`config.mk`:
```
export PLATFORM = sky130hd
export DESIGN_NAME = cam_lookup_ctrl
export DESIGN_NICKNAME = d
export VERILOG_FILES = /design/src/rtl/cam_lookup_ctrl.sv
export SDC_FILE = /design/constraint.sdc
export NUM_CORES = 1
export LEC_CHECK = 0
export BUFFER_PORTS_ARGS = -buffer_cell sky130_fd_sc_hd__buf_2
export CAP_MARGIN = 0
export CORE_MARGIN = 1.5
export CORE_UTILIZATION = 52
export CTS_CLUSTER_DIAMETER = 50
export DETAILED_ROUTE_END_ITERATION = 7
export GPL_TIMING_DRIVEN = 0
export PLACE_DENSITY_LB_ADDON = 0.08
export REMOVE_ABC_BUFFERS = 1
export SKIP_LAST_GASP = 1
export SLEW_MARGIN = 10
export SYNTH_ARGS = -nofsm -noshare
export SYNTH_HDL_FRONTEND = slang
export SYNTH_SLANG_ARGS = --single-unit
```
`constraint.sdc`:
```
create_clock -name clk_i -period 2.8 [get_ports clk_i]
set_clock_uncertainty 0.1 [all_clocks]
set_input_delay 0 -clock clk_i [delete_from_list [all_inputs] [get_ports clk_i]]
set_output_delay 0 -clock clk_i [all_outputs]
set_load 0.02 [all_outputs]
```
`src/rtl/cam_lookup_ctrl.sv`:
```
// CAM lookup initiator: searches each requested key, allocates a round-robin entry on a miss,
// and returns hit/miss plus the entry index over a valid/ready handshake.
module cam_lookup_ctrl #(
  parameter int unsigned DATA_WIDTH = 32,
  parameter int unsigned ADDR_WIDTH = 5,
  parameter int unsigned DEPTH      = 1 << ADDR_WIDTH,
  parameter int unsigned CNT_WIDTH  = 16
) (
  input  logic                  clk_i,
  input  logic                  rst_i,
  input  logic                  req_valid_i,
  output logic                  req_ready_o,
  input  logic [DATA_WIDTH-1:0] req_key_i,
  output logic                  rsp_valid_o,
  input  logic                  rsp_ready_i,
  output logic                  rsp_hit_o,
  output logic [ADDR_WIDTH-1:0] rsp_index_o,
  output logic                  cam_search_o,
  output logic [DATA_WIDTH-1:0] cam_search_data_o,
  input  logic                  cam_search_valid_i,
  input  logic [ADDR_WIDTH-1:0] cam_search_index_i,
  output logic                  cam_write_o,
  output logic [ADDR_WIDTH-1:0] cam_write_index_o,
  output logic [DATA_WIDTH-1:0] cam_write_data_o,
  output logic [CNT_WIDTH-1:0]  hit_count_o,
  output logic [CNT_WIDTH-1:0]  miss_count_o
);

  localparam logic [2:0] StIdle   = 3'd0;
  localparam logic [2:0] StSearch = 3'd1;
  localparam logic [2:0] StWait   = 3'd2;
  localparam logic [2:0] StAlloc  = 3'd3;
  localparam logic [2:0] StResp   = 3'd4;

  logic [2:0]            state_q, state_d;
  logic [DATA_WIDTH-1:0] key_q, key_d;
  logic [ADDR_WIDTH-1:0] ptr_q, ptr_d;
  logic                  hit_q, hit_d;
  logic [ADDR_WIDTH-1:0] idx_q, idx_d;
  logic [CNT_WIDTH-1:0]  hit_cnt_q, hit_cnt_d;
  logic [CNT_WIDTH-1:0]  miss_cnt_q, miss_cnt_d;

  always_comb begin
    state_d    = state_q;
    key_d      = key_q;
    ptr_d      = ptr_q;
    hit_d      = hit_q;
    idx_d      = idx_q;
    hit_cnt_d  = hit_cnt_q;
    miss_cnt_d = miss_cnt_q;
    case (state_q)
      StIdle: begin
        if (req_valid_i) begin
          key_d   = req_key_i;
          state_d = StSearch;
        end
      end
      StSearch: state_d = StWait;
      StWait: begin
        if (cam_search_valid_i) begin
          hit_d = 1'b1;
          idx_d = cam_search_index_i;
          if (hit_cnt_q != '1) hit_cnt_d = hit_cnt_q + CNT_WIDTH'(1);
          state_d = StResp;
        end else begin
          state_d = StAlloc;
        end
      end
      StAlloc: begin
        hit_d = 1'b0;
        idx_d = ptr_q;
        if (miss_cnt_q != '1) miss_cnt_d = miss_cnt_q + CNT_WIDTH'(1);
        // Explicit wrap keeps non-power-of-two depths correct.
        ptr_d   = (ptr_q == ADDR_WIDTH'(DEPTH - 1)) ? '0 : ptr_q + ADDR_WIDTH'(1);
        state_d = StResp;
      end
      StResp: begin
        if (rsp_ready_i) state_d = StIdle;
      end
      default: state_d = StIdle;
    endcase
  end

  always_ff @(posedge clk_i) begin
    if (rst_i) begin
      state_q    <= StIdle;
      key_q      <= '0;
      ptr_q      <= '0;
      hit_q      <= 1'b0;
      idx_q      <= '0;
      hit_cnt_q  <= '0;
      miss_cnt_q <= '0;
    end else begin
      state_q    <= state_d;
      key_q      <= key_d;
      ptr_q      <= ptr_d;
      hit_q      <= hit_d;
      idx_q      <= idx_d;
      hit_cnt_q  <= hit_cnt_d;
      miss_cnt_q <= miss_cnt_d;
    end
  end

  always_comb begin
    req_ready_o       = (state_q == StIdle);
    rsp_valid_o       = (state_q == StResp);
    rsp_hit_o         = hit_q;
    rsp_index_o       = idx_q;
    cam_search_o      = (state_q == StSearch);
    cam_search_data_o = key_q;
    cam_write_o       = (state_q == StAlloc);
    cam_write_index_o = ptr_q;
    cam_write_data_o  = key_q;
    hit_count_o       = hit_cnt_q;
    miss_count_o      = miss_cnt_q;
  end

endmodule

```
Word-level counts from Yosys, hierarchy flattened

Index checks and enable logic that the tools add are counted.

Register bits after elaboration: 78
Latch bits: 0
Bits in writable memories: 0
Memory bits (read-only): 0
Input bits: 42
Memories: 0

$add $sub $neg: 3
$mul: 0
Divide/modulo/power cells: 0
Order comparisons: 0
Eq/ne operators: 10
Shift operators: 0
Mux-type cells: 9
Bitwise logic cells: 0
Reduce and logical (&&, ||, !) cells: 7

Operators by type and width:

| kind                                                | number |
|---|---|
| adder 16 x 1 -> 16 bit, second input constant       | 2 |
| != test 16 bit, second input constant               | 2 |
| one-hot mux 3 bit (5 select lines)                  | 1 |
| 2-to-1 mux 5 bit                                    | 2 |
| one-hot mux 5 bit (2 select lines)                  | 1 |
| 2-to-1 mux 3 bit                                    | 3 |
| AND reduction 2 bit                                 | 4 |
| equality test 3 x 2 -> 1 bit, second input constant | 2 |
| adder 5 x 1 -> 5 bit, second input constant         | 1 |
| equality test 5 bit, second input constant          | 1 |
| != test 2 bit, second input constant                | 2 |
| equality test 3 x 1 -> 1 bit, second input constant | 1 |
| equality test 3 bit, second input constant          | 1 |
| logical NOT 3 bit                                   | 1 |
| AND reduction 3 bit                                 | 1 |
| != test 2 x 1 -> 1 bit, second input constant       | 1 |
| one-hot mux 1 bit (2 select lines)                  | 1 |
| nonzero test 2 bit                                  | 1 |
| 2-to-1 mux 1 bit                                    | 1 |

Longest topological paths before layout

Gate-level depths: netlist of the first run.

Depth after elaboration: 3
Depth in mapped cells: 7
Depth with buffers taken out: 6

Least setup slack after synthesis of the first run

Ideal clock, no wire load.

Path type: reg2reg
Start: register miss_cnt_q[0] (netlist: miss_count_o[0])
End: register miss_cnt_q[10] (netlist: miss_count_o[10])
Setup time: 70 ps
Arrival: 1896 ps
Setup slack: 733 ps
Cell stages (with the launch flop): 7
Period minus slack after synthesis: 2067 ps
Path through: dfxtp_1 -> ha_1 -> nand4_1 -> or3_1 -> clkbuf_1 -> or4_1 -> a21oi_1

Word-level cells in the longest chain between the ends: 2
Elaborated cells between the ends (all ways): 3
Those cells by class: 1 x add/sub; 1 x eq/ne; 1 x reduce/logical

RTL lines:

| what                                                                           | RTL line | RTL |
|---|---|---|
| start, declared                                                                | 41       | `logic [CNT_WIDTH-1:0] miss_cnt_q, miss_cnt_d;` |
| start signal, assigned                                                         | 100      | `miss_cnt_q <= miss_cnt_d;` |
| parallel branches: the longest is 2 deep, another holds adder 16 x 1 -> 16 bit | n/a      |  |

Several ways; the timed one is not identified.
A chain may end at the register's enable or synchronous reset.

Worst setup path after layout of the first run

Start: register state_q[1]
End: register miss_cnt_q[15] (netlist: miss_count_o[15])

Word-level cells in the longest chain between the ends: 2

RTL lines:

| what                          | RTL line | RTL |
|---|---|---|
| start, declared               | 35       | `logic [2:0] state_q, state_d;` |
| start signal, assigned        | 86       | `state_q <= StIdle;` |
| start signal, assigned        | 94       | `state_q <= state_d;` |
| equality test 3 x 2 -> 1 bit  | 51       | `case (state_q)` |
| AND reduction 2 bit (no line) | n/a      |  |

Every way passes these cells.

==> impl_metrics.csv, run 1 <==
group,metric,value,unit
synth,yosys_warnings,0,
synth,synth_top_area_frac,0.419,
clocking,cts_tree,"done",
sta,rsz0062_at_grt,"false",
placement,gp_congestion,0.818,
route,firstDrtPassIters,4,
floorplan,fp.coreArea,6870,sq um
grt,grt_pass1_wl,15100,um
flow_run,maxCapViolCount,0,
synth,synth.cell_area,3720,sq um
critical_path,path_cells,"nand3b_4 -> or4_1 -> nor4_1 -> mux2_2",
synth,syn_area_per_cell,8.09,sq um
synth,synth-seq-cells,78,
clocking,clock_sinks,78,
sta,finalCriticalPeriod,2540,ps
synth,ys.flop_type,"dfxtp_1",
sta,max_freq,394,MHz
clocking,cts_root_buffer,"clkbuf_8",
power_and_ir_drop,pwr-share-seq,0.466,
floorplan,start_util,0.542,
route,route.detailed.drc,0,
placement,dp_cells,650,
floorplan,die_width,87.6,um
route,vias_per_cell,5.29,
final_layout,stdcell_area,4910,sq um
sta,setup_viol,0,
final_layout,layout-area-overhead-vs-synth,32.0,%
power_and_ir_drop,p_comb_frac,0.215,
synth,synthArstFlopShare,0,
hold_path,hp-start,"req_valid_i",
floorplan,rows,30,
critical_path,r2r_cells,4,
power_and_ir_drop,p_clk_frac,0.319,
grt,overflow,0,
clocking,post_cts_resized,0,
grt,grt_pass1_vias,3316,
hold_path,hold_path_depth,5,
grt,globalRouteTotalUtil,0.246,
sta,hold_viol_final,0,
clocking,clkSlewWorstSetupHoldPaths,70,ps
critical_path,crit_fanout,33,
hold_path,hold_class,"in2reg",
final_layout,antenna_cells,0,
critical_path,cp-end-kind,"flip-flop",
power_and_ir_drop,power_leakage,2.21,nW
placement,hpwl,6280,um
power_and_ir_drop,swShare,0.305,
critical_path,start_kind,"flip-flop",
route,dr.first_iter.drc_count,163,
critical_path,arrival,2670,ps
synth,ys_top_cells_by_area,"dfxtp_1, a21oi_1, nand2_1",
critical_path,rr_startpoint,"state_q[1]$_SDFFE_PP0P_",
hold_path,hold-path-endpoint,"cam_search_data_o[18]$_SDFFE_PP0P_",
clocking,cts_made_buffers,9,
placement,placed_cell_area,4300,sq um
final_layout,drive_above_1_share,0.308,
route,ant_nets,0,
power_and_ir_drop,vdd_drop_max,0.309,mV
critical_path,crit_path_max_incr_delay,730,ps
power_and_ir_drop,p_per_area,542,nW/um^2
critical_path,rr_endpoint,"miss_count_o[15]$_SDFFE_PP0P_",
clocking,clockBufferDepth,2,
placement,portBuffers,152,
sta,tightestPinTransition,1080,ps
sta,setup_ws,260,ps
critical_path,r2r_slack,260,ps
critical_path,crit_slowest_cell,"or4_1",
route,wl_per_cell,13.6,um
status,status,"complete, no violations",
clocking,clock_latency,340,ps
route,num_vias,3742,
sta,slew_headroom,0.280,
sta,fin_crit_sh,0.907,
synth,ys_seq_area_frac,0.419,
grt,grt_max_degree,52,
synth,yosys.area.top_type,"dfxtp_1",
placement,dp_worst_setup_slack,306,ps
grt,antenna_found_initial,0,
synth,synthCells,460,
synth,synth_top_cells_by_count,"dfxtp_1, nand2_1, a21oi_1, buf_4, clkbuf_1",
power_and_ir_drop,power_switching,0.000813,W
final_layout,nFillCells,556,
synth,synth-edff-count,0,
synth,synthMostInstantiatedCell,"dfxtp_1",
route,wl,9610,um
clocking,htree_levels,3,
power_and_ir_drop,internal_power,0.00185,W
sta,slew_viol_final,0,
final_layout,fin_cells,707,
critical_path,worstSetupPathType,"reg2reg",
floorplan,dieArea,7680,sq um
floorplan,die_h,87.6,um
final_layout,nNetsFinal,652,
synth,synthDistinctLibCells,37,
floorplan,io_pins,153,
critical_path,crit_required,2930,ps
==> metrics by stage <==
stage / utilization / hold WS, ps / setup TNS [ps] / total power [W]
floorplan: - / -30.9 / -143 / 0.00157
global placement: 0.618 / 140 / -31590 / 0.00177
detailed placement: 0.627 / 146 / 0 / 0.00179
CTS: 0.715 / 19.4 / 0 / 0.00268
global route: 0.715 / 73.7 / 0 / 0.00278
finish: 0.715 / 37.5 / 0 / 0.00266
==> logic make-up after synthesis <==
logic type	share of synthesized area
AO/OA/AOI/OAI	0.145
adder cells (fa/ha/maj)	0.0134
AND/OR/NAND/NOR	0.271
multiplexers	0.0464
flip-flops	0.419
buffers and inverters	0.104
==> per-layer routing <==
layer  global-route usage  share of wire  vias to the layer above
met5                    0              0                        -
met3               0.0528          0.061                       21
met1                0.287           0.42                     1713
met4                0.115          0.021                        0
met2                0.429           0.50                      127
li1                     -              -                     1881
==> worst max path at each step <==
stage	from	end	slack, ps	cells after the start
2_1_floorplan	miss_count_o[0]$_SDFFE_PP0P_	miss_count_o[15]$_SDFFE_PP0P_	-70	5
3_3_place_gp	state_q[2]$_SDFFE_PP0P_	cam_search_data_o[31]$_SDFFE_PP0P_	-1040	4
3_5_place_dp	state_q[1]$_SDFFE_PP0P_	miss_count_o[15]$_SDFFE_PP0P_	310	4
4_1_cts	state_q[1]$_SDFFE_PP0P_	miss_count_o[15]$_SDFFE_PP0P_	270	4
5_1_grt	state_q[1]$_SDFFE_PP0P_	miss_count_o[15]$_SDFFE_PP0P_	60	4
6_report	state_q[1]$_SDFFE_PP0P_	miss_count_o[15]$_SDFFE_PP0P_	260	4
==> critical path, delay by kind of cell (launching register included) <==
kind             cells  cell delay (ps)
AND/OR/NAND/NOR      3             1370
flip-flops           1              590
multiplexers         1              370
==> cell usage in the layout (no fill, tap or decap), drive strengths merged, types with 4 or more instances in the layout <==
cell type    synthesis  routed
a211oi               7       7
a21oi               62      62
a31oi                4       4
and2                 4       4
and4                 4       4
buf                 37     157
clkbuf              26      12
clkinv               1       4
dfxtp               78      78
dlygate4sd3          0      41
ha                   4       4
inv                  6       6
mux2                10      10
mux2i                6       6
nand2               76      76
nand2b               5       5
nand3               12      12
nand4                9       9
nor2                24      24
nor2b               12      12
nor3                12      12
nor4                 4       4
o21ai                8       8
o31ai               13      13
or3                  7       7
or4                 14      14
==> cell type report <==
| class | count | area [sq um] | area share |
|---|---|---|---|
| clock buffers | 12 | 155 | 0.0316 |
| repair buffers | 198 | 1220 | 0.248 |
| multi-input cells | 312 | 1790 | 0.363 |
| inverters | 7 | 26.3 | 0.00535 |
| clock inverters | 4 | 45.0 | 0.00916 |
| well taps | 96 | 120 | 0.0244 |
| flip-flops and latches | 78 | 1560 | 0.318 |
==> what timing repair did <==
action	in CTS	in global routing
hold buffers	41	0
hold endpoints to repair	51	0
buffers inserted	0	0
==> state kept, by name (all words and copies together) (netlist names) <==
register	flops
cam_search_data_o	32
cam_write_index_o	5
hit_count_o	16
miss_count_o	16
rsp_hit_o	1
rsp_index_o	5
state_q	3
==> power groups by stage <==
stage / combinational, W / sequential (W) / clock [W]
after floorplan: 0.000176 / 0.00139 / 0
after global placement: 0.000509 / 0.00126 / 0
after detailed placement: 0.000523 / 0.00126 / 0
after CTS: 0.000570 / 0.00124 / 0.000869
after global routing: 0.000626 / 0.00125 / 0.000906
final: 0.000572 / 0.00124 / 0.000851
(Power assumes the default switching activity.)
==> run 2: changes to the inputs <==
--- a/config.mk
+++ b/config.mk
@@ -5,13 +5,14 @@
 export SDC_FILE = /design/constraint.sdc
 export NUM_CORES = 1
 export LEC_CHECK = 0
+export ABC_AREA = 1
 export BUFFER_PORTS_ARGS = -buffer_cell sky130_fd_sc_hd__buf_2
 export CAP_MARGIN = 0
-export CORE_MARGIN = 1.5
-export CORE_UTILIZATION = 52
+export CORE_UTILIZATION = 53
 export CTS_CLUSTER_DIAMETER = 50
 export DETAILED_ROUTE_END_ITERATION = 7
 export GPL_TIMING_DRIVEN = 0
+export HOLD_SLACK_MARGIN = 0.06
 export PLACE_DENSITY_LB_ADDON = 0.08
 export REMOVE_ABC_BUFFERS = 1
 export SKIP_LAST_GASP = 1
==> impl_metrics.csv, run 2 <==
group,metric,value,unit
hold_path,hold_path_depth,3,
sta,tightestPinTransition,1060,ps
final_layout,antenna_cells,0,
route,vias_per_cell,5.15,
synth,synthCells,572,
sta,max_freq,389,MHz
sta,finalCriticalPeriod,2570,ps
clocking,clock_sinks,78,
synth,synth_top_area_frac,0.393,
floorplan,die_h,88.6,um
final_layout,nNetsFinal,765,
critical_path,crit_slowest_cell,"nand2_1",
synth,synth-seq-cells,78,
clocking,post_cts_resized,0,
critical_path,crit_start,"state_q[0]$_SDFFE_PP0P_",
route,firstDrtPassIters,5,
grt,grt_pass1_wl,16800,um
critical_path,start_kind,"flip-flop",
final_layout,layout_common_cells,"buf_2, nand2_1, dfxtp_1",
synth,ys.flop_type,"dfxtp_1",
synth,ys_top_cells_by_area,"dfxtp_1, nand2_1, nand3_1",
grt,overflow,0,
final_layout,largest_register_ffs,32,
clocking,cts_tree,"done",
critical_path,r2r_cells,6,
floorplan,rows,31,
synth,synthArstFlopShare,0,
sta,slew_viol_final,0,
grt,globalRouteTotalUtil,0.275,
floorplan,io_pins,153,
route,dr.first_iter.drc_count,163,
final_layout,final_util,0.693,
critical_path,crit_path_max_incr_delay,780,ps
route,wl,10700,um
sta,setup_viol,0,
clocking,clkSlewWorstSetupHoldPaths,80,ps
synth,synthDistinctLibCells,28,
placement,gp_congestion,0.820,
clocking,cts_root_buffer,"clkbuf_8",
clocking,clock_latency,350,ps
floorplan,dieArea,7840,sq um
critical_path,path_cells,"nor2_2 -> nand2_1 -> inv_2 -> nand2_1 -> nand2_1 -> a21oi_1",
synth,synth_top_cells_by_count,"nand2_1, dfxtp_1, nor2_1, nand3_1, a21oi_1",
grt,antenna_found_initial,0,
status,status,"complete, no violations",
sta,fin_crit_sh,0.918,
placement,dp_cells,768,
final_layout,layout_commonest_cell,"buf_2",
critical_path,rr_startpoint,"state_q[0]$_SDFFE_PP0P_",
critical_path,worstSetupPathType,"reg2reg",
route,num_vias,4238,
route,route.detailed.drc,0,
placement,hpwl,6750,um
clocking,cts_made_buffers,9,
final_layout,layout-area-overhead-vs-synth,26.6,%
synth,yosys.area.top_type,"dfxtp_1",
power_and_ir_drop,vdd_drop_max,0.410,mV
route,ant_nets,0,
critical_path,cp-end-kind,"flip-flop",
clocking,htree_levels,3,
synth,synth-edff-count,0,
sta,hold_viol_final,0,
floorplan,fp.coreArea,7250,sq um
grt,grt_pass1_vias,3673,
sta,slew_headroom,0.295,
flow_run,maxCapViolCount,0,
synth,synth.cell_area,3970,sq um
hold_path,hp-start,"req_valid_i",
synth,yosys_warnings,0,
synth,syn_area_per_cell,6.94,sq um
hold_path,hold_class,"in2reg",
critical_path,timing.critical_path.mode_cell,"nand2_1",
grt,grt_max_degree,50,
critical_path,crit_required,2880,ps
floorplan,die_width,88.6,um
placement,portBuffers,152,
critical_path,arrival,2650,ps
final_layout,nFillCells,643,
power_and_ir_drop,power_leakage,2.33,nW
final_layout,fin_cells,823,
power_and_ir_drop,p_per_area,533,nW/um^2
floorplan,start_util,0.548,
synth,synthMostInstantiatedCell,"nand2_1",
sta,rsz0062_at_grt,"false",
clocking,clockBufferDepth,2,
critical_path,crit_fanout,34,
sta,fin_tns_setup,0,ps
synth,ys_seq_area_frac,0.393,
route,wl_per_cell,13.0,um
final_layout,drive_above_1_share,0.264,
## run 2: cell types whose count changed in the layout (fill, tap and decap cells not counted), moves of 7 or more
cell and delta:
mux2_2 -10, inv_1 +30, nand2_1 +60, or4_1 -14
nand3_1 +54, nor2_2 +8, nor2_1 +52, or3_1 -7
o31ai_1 -13, nor2b_1 -12
## run 2: final cells by class
type | instances | area, sq um | share of cell area
repair buffers | 191 | 1150 | 0.229
inverters | 41 | 155 | 0.0309
clock buffers | 11 | 141 | 0.0281
multi-input cells | 398 | 1870 | 0.372
flip-flops and latches | 78 | 1560 | 0.311
well taps | 99 | 124 | 0.0246
clock inverters | 5 | 25.0 | 0.00498
## run 2: what timing repair did
action,CTS,global route
setup buffers,0,0
endpoints found under the hold margin,40,0
hold buffers,39,0
## run 2: layer usage
metal,share of wire,track usage,up-vias
li1,-,-,2111
met3,0.055,0.0522,17
met5,0,0,-
met4,0.018,0.120,0
met2,0.51,0.470,149
met1,0.42,0.337,1961
## run 2: through the flow
step / area, sq um / hold slack (ps) / setup WS [ps] / total power [W]
6_report: 5030 / 126 / 231 / 0.00268
5_1_grt: 5030 / 146 / 73.1 / 0.00282
4_1_cts: 5030 / 119 / 335 / 0.00268
3_5_place_dp: 4470 / 178 / 319 / 0.00190
3_3_place_gp: 4470 / 173 / 380 / 0.00189
2_1_floorplan: 3590 / -30.9 / 880 / 0.00166
## run 2: kinds of logic (layout without fill, tap and decap cells)
group           count (synthesis)  in the layout  share of synthesized area
compound gates                 75             75                     0.0970
flops                          78             78                      0.393
buf+inv                        96            248                      0.136
fa+ha+maj                       4              4                     0.0126
simple gates                  313            313                      0.348
xor+xnor                        6              6                     0.0132
## run 2: final timing paths
check / endpoint / slack (ps)
setup / recovery: cam_search_data_o[14]$_SDFFE_PP0P_ / 230
hold / removal: cam_search_data_o[8]$_SDFFE_PP0P_ / 130
setup reg to reg: cam_search_data_o[14]$_SDFFE_PP0P_ / 230
hold reg to reg: cam_search_data_o[22]$_SDFFE_PP0P_ / 380
## run 2: worst max-delay path, delay by kind of cell (launching register included)
| kind | cells | cell delay (ps) |
|---|---|---|
| AOI/OAI and AO/OA | 1 | 100 |
| DFF | 1 | 380 |
| and+or+nand+nor | 4 | 1410 |
| buffers and inverters | 1 | 420 |
## run 2: power by group
group / total, W / switching, W / internal, W
clock: 0.000746 / 0.000407 / 0.000339
combinational: 0.000675 / 0.000451 / 0.000224
sequential: 0.00126 / 0.0000717 / 0.00119
==> run 3: changes to the inputs <==
--- a/config.mk
+++ b/config.mk
@@ -5,10 +5,10 @@
 export SDC_FILE = /design/constraint.sdc
 export NUM_CORES = 1
 export LEC_CHECK = 0
-export ABC_AREA = 1
+export ABC_AREA = 0
 export BUFFER_PORTS_ARGS = -buffer_cell sky130_fd_sc_hd__buf_2
 export CAP_MARGIN = 0
-export CORE_UTILIZATION = 53
+export CORE_UTILIZATION = 52
 export CTS_CLUSTER_DIAMETER = 50
 export DETAILED_ROUTE_END_ITERATION = 7
 export GPL_TIMING_DRIVEN = 0
==> impl_metrics.csv, run 3 (synthesis results as in run 1) <==
group,metric,value,unit
status,status,"complete, no violations",
placement,placed_cell_area,4300,sq um
sta,slew_headroom,0.291,
clocking,cts_setup_buffers,0,
route,vias_per_cell,5.19,
critical_path,worstSetupPathType,"reg2reg",
grt,globalRouteTotalUtil,0.243,
final_layout,nNetsFinal,651,
clocking,clock_latency,340,ps
route,num_vias,3667,
critical_path,crit_required,2930,ps
sta,max_freq,394,MHz
floorplan,die_h,86.6,um
power_and_ir_drop,p_per_area,552,nW/um^2
final_layout,drive_above_1_share,0.307,
placement,portBuffers,152,
power_and_ir_drop,vdd_drop_max,0.373,mV
sta,setup_ws,261,ps
critical_path,path_cells,"nand3b_4 -> or4_1 -> nor4_1 -> mux2_2",
sta,fin_crit_sh,0.907,
route,ant_nets,0,
sta,finalCriticalPeriod,2540,ps
floorplan,fp.coreArea,6870,sq um
final_layout,layout_commonest_cell,"buf_2",
final_layout,stdcell_area,4930,sq um
critical_path,crit_family,"simple AND/OR/NAND/NOR gates",
critical_path,crit_path_max_incr_delay,740,ps
critical_path,start_kind,"flip-flop",
final_layout,layout_common_cells,"buf_2, dfxtp_1, nand2_1",
final_layout,layout-area-overhead-vs-synth,32.5,%
critical_path,crit_slowest_cell,"or4_1",
route,route.detailed.drc,0,
route,wl,9300,um
critical_path,arrival,2670,ps
floorplan,io_pins,153,
clocking,clock_sinks,78,
grt,grt_pass1_vias,3119,
sta,hold_viol_final,0,
clocking,cts_made_buffers,9,
floorplan,dieArea,7500,sq um
final_layout,fin_cells,706,
placement,dp_worst_setup_slack,292,ps
sta,rsz0062_at_grt,"false",
clocking,cts_tree,"done",
grt,overflow,0,
power_and_ir_drop,power_leakage,2.21,nW
clocking,clockBufferDepth,2,
final_layout,antenna_cells,0,
placement,hpwl,6010,um
floorplan,rows,30,
critical_path,crit_fanout,33,
grt,grt_max_degree,47,
hold_path,hold_class,"in2reg",
sta,slew_viol_final,0,
clocking,htree_levels,3,
grt,grt_pass1_wl,14400,um
route,firstDrtPassIters,4,
critical_path,worst-path-buf-inv,0,
placement,dp_cells,649,
route,dr.first_iter.drc_count,120,
final_layout,largest_register_ffs,32,
floorplan,start_util,0.542,
sta,tightestPinTransition,1060,ps
placement,gp_congestion,0.822,
final_layout,final_util,0.718,
grt,antenna_found_initial,0,
critical_path,cp-end-kind,"flip-flop",
floorplan,die_width,86.6,um
clocking,clkSlewWorstSetupHoldPaths,80,ps
flow_run,maxCapViolCount,0,
sta,setup_viol,0,
clocking,cts_root_buffer,"clkbuf_8",
route,wl_per_cell,13.2,um
run 3: power by group:
group	leakage [nW]	internal (W)	total (W)	switching, W
Combinational	1.46	0.000219	0.000571	0.000351
Clock	0.110	0.000525	0.000912	0.000388
Sequential	0.634	0.00118	0.00124	0.0000637
run 3: tightest hold or removal path, stage by stage:
cell and delay [ps]:
buf_2 120, nand2b_1 130, nor3_2 100, nand2_1 70, a21oi_1 50
run 3: final timing paths:
kind	start	endpoint	slack, ps	depth (start not counted)
worst max-delay path	state_q[1]$_SDFFE_PP0P_	miss_count_o[15]$_SDFFE_PP0P_	260	4
worst min-delay path	req_valid_i	cam_search_data_o[21]$_SDFFE_PP0P_	80	5
worst max register to register	state_q[1]$_SDFFE_PP0P_	miss_count_o[15]$_SDFFE_PP0P_	260	4
worst min register to register	cam_search_data_o[26]$_SDFFE_PP0P_	cam_search_data_o[26]$_SDFFE_PP0P_	370	2
run 3: cell type report:
cell class / count / area (sq um)
clock inverters: 4 / 70.1
inverters: 7 / 26.3
repair buffers: 197 / 1220
well taps: 96 / 120
flip-flops and latches: 78 / 1560
clock buffers: 12 / 145
multi-input cells: 312 / 1790
fillers: 546 / 1940
run 3: timing repair:
item,4_1_cts,5_1_grt
hold endpoints to repair,57,0
setup endpoints to repair,0,1
gates resized for setup,0,1
hold buffers,41,0
run 3: metal layers:
metal	vias up	part of all wire	global-route usage
li1	1869	-	-
met1	1663	0.44	0.289
met2	117	0.49	0.416
met3	18	0.053	0.0571
met4	0	0.018	0.108
met5	-	0	0
run 3: through the flow:
step	hold WS (ps)	power (W)	setup TNS, ps
final	79.4	0.00272	0
after global routing	71.7	0.00286	0
after CTS	67.1	0.00274	0
after detailed placement	145	0.00179	0
after global placement	142	0.00177	-30080
after floorplan	-30.9	0.00157	-143
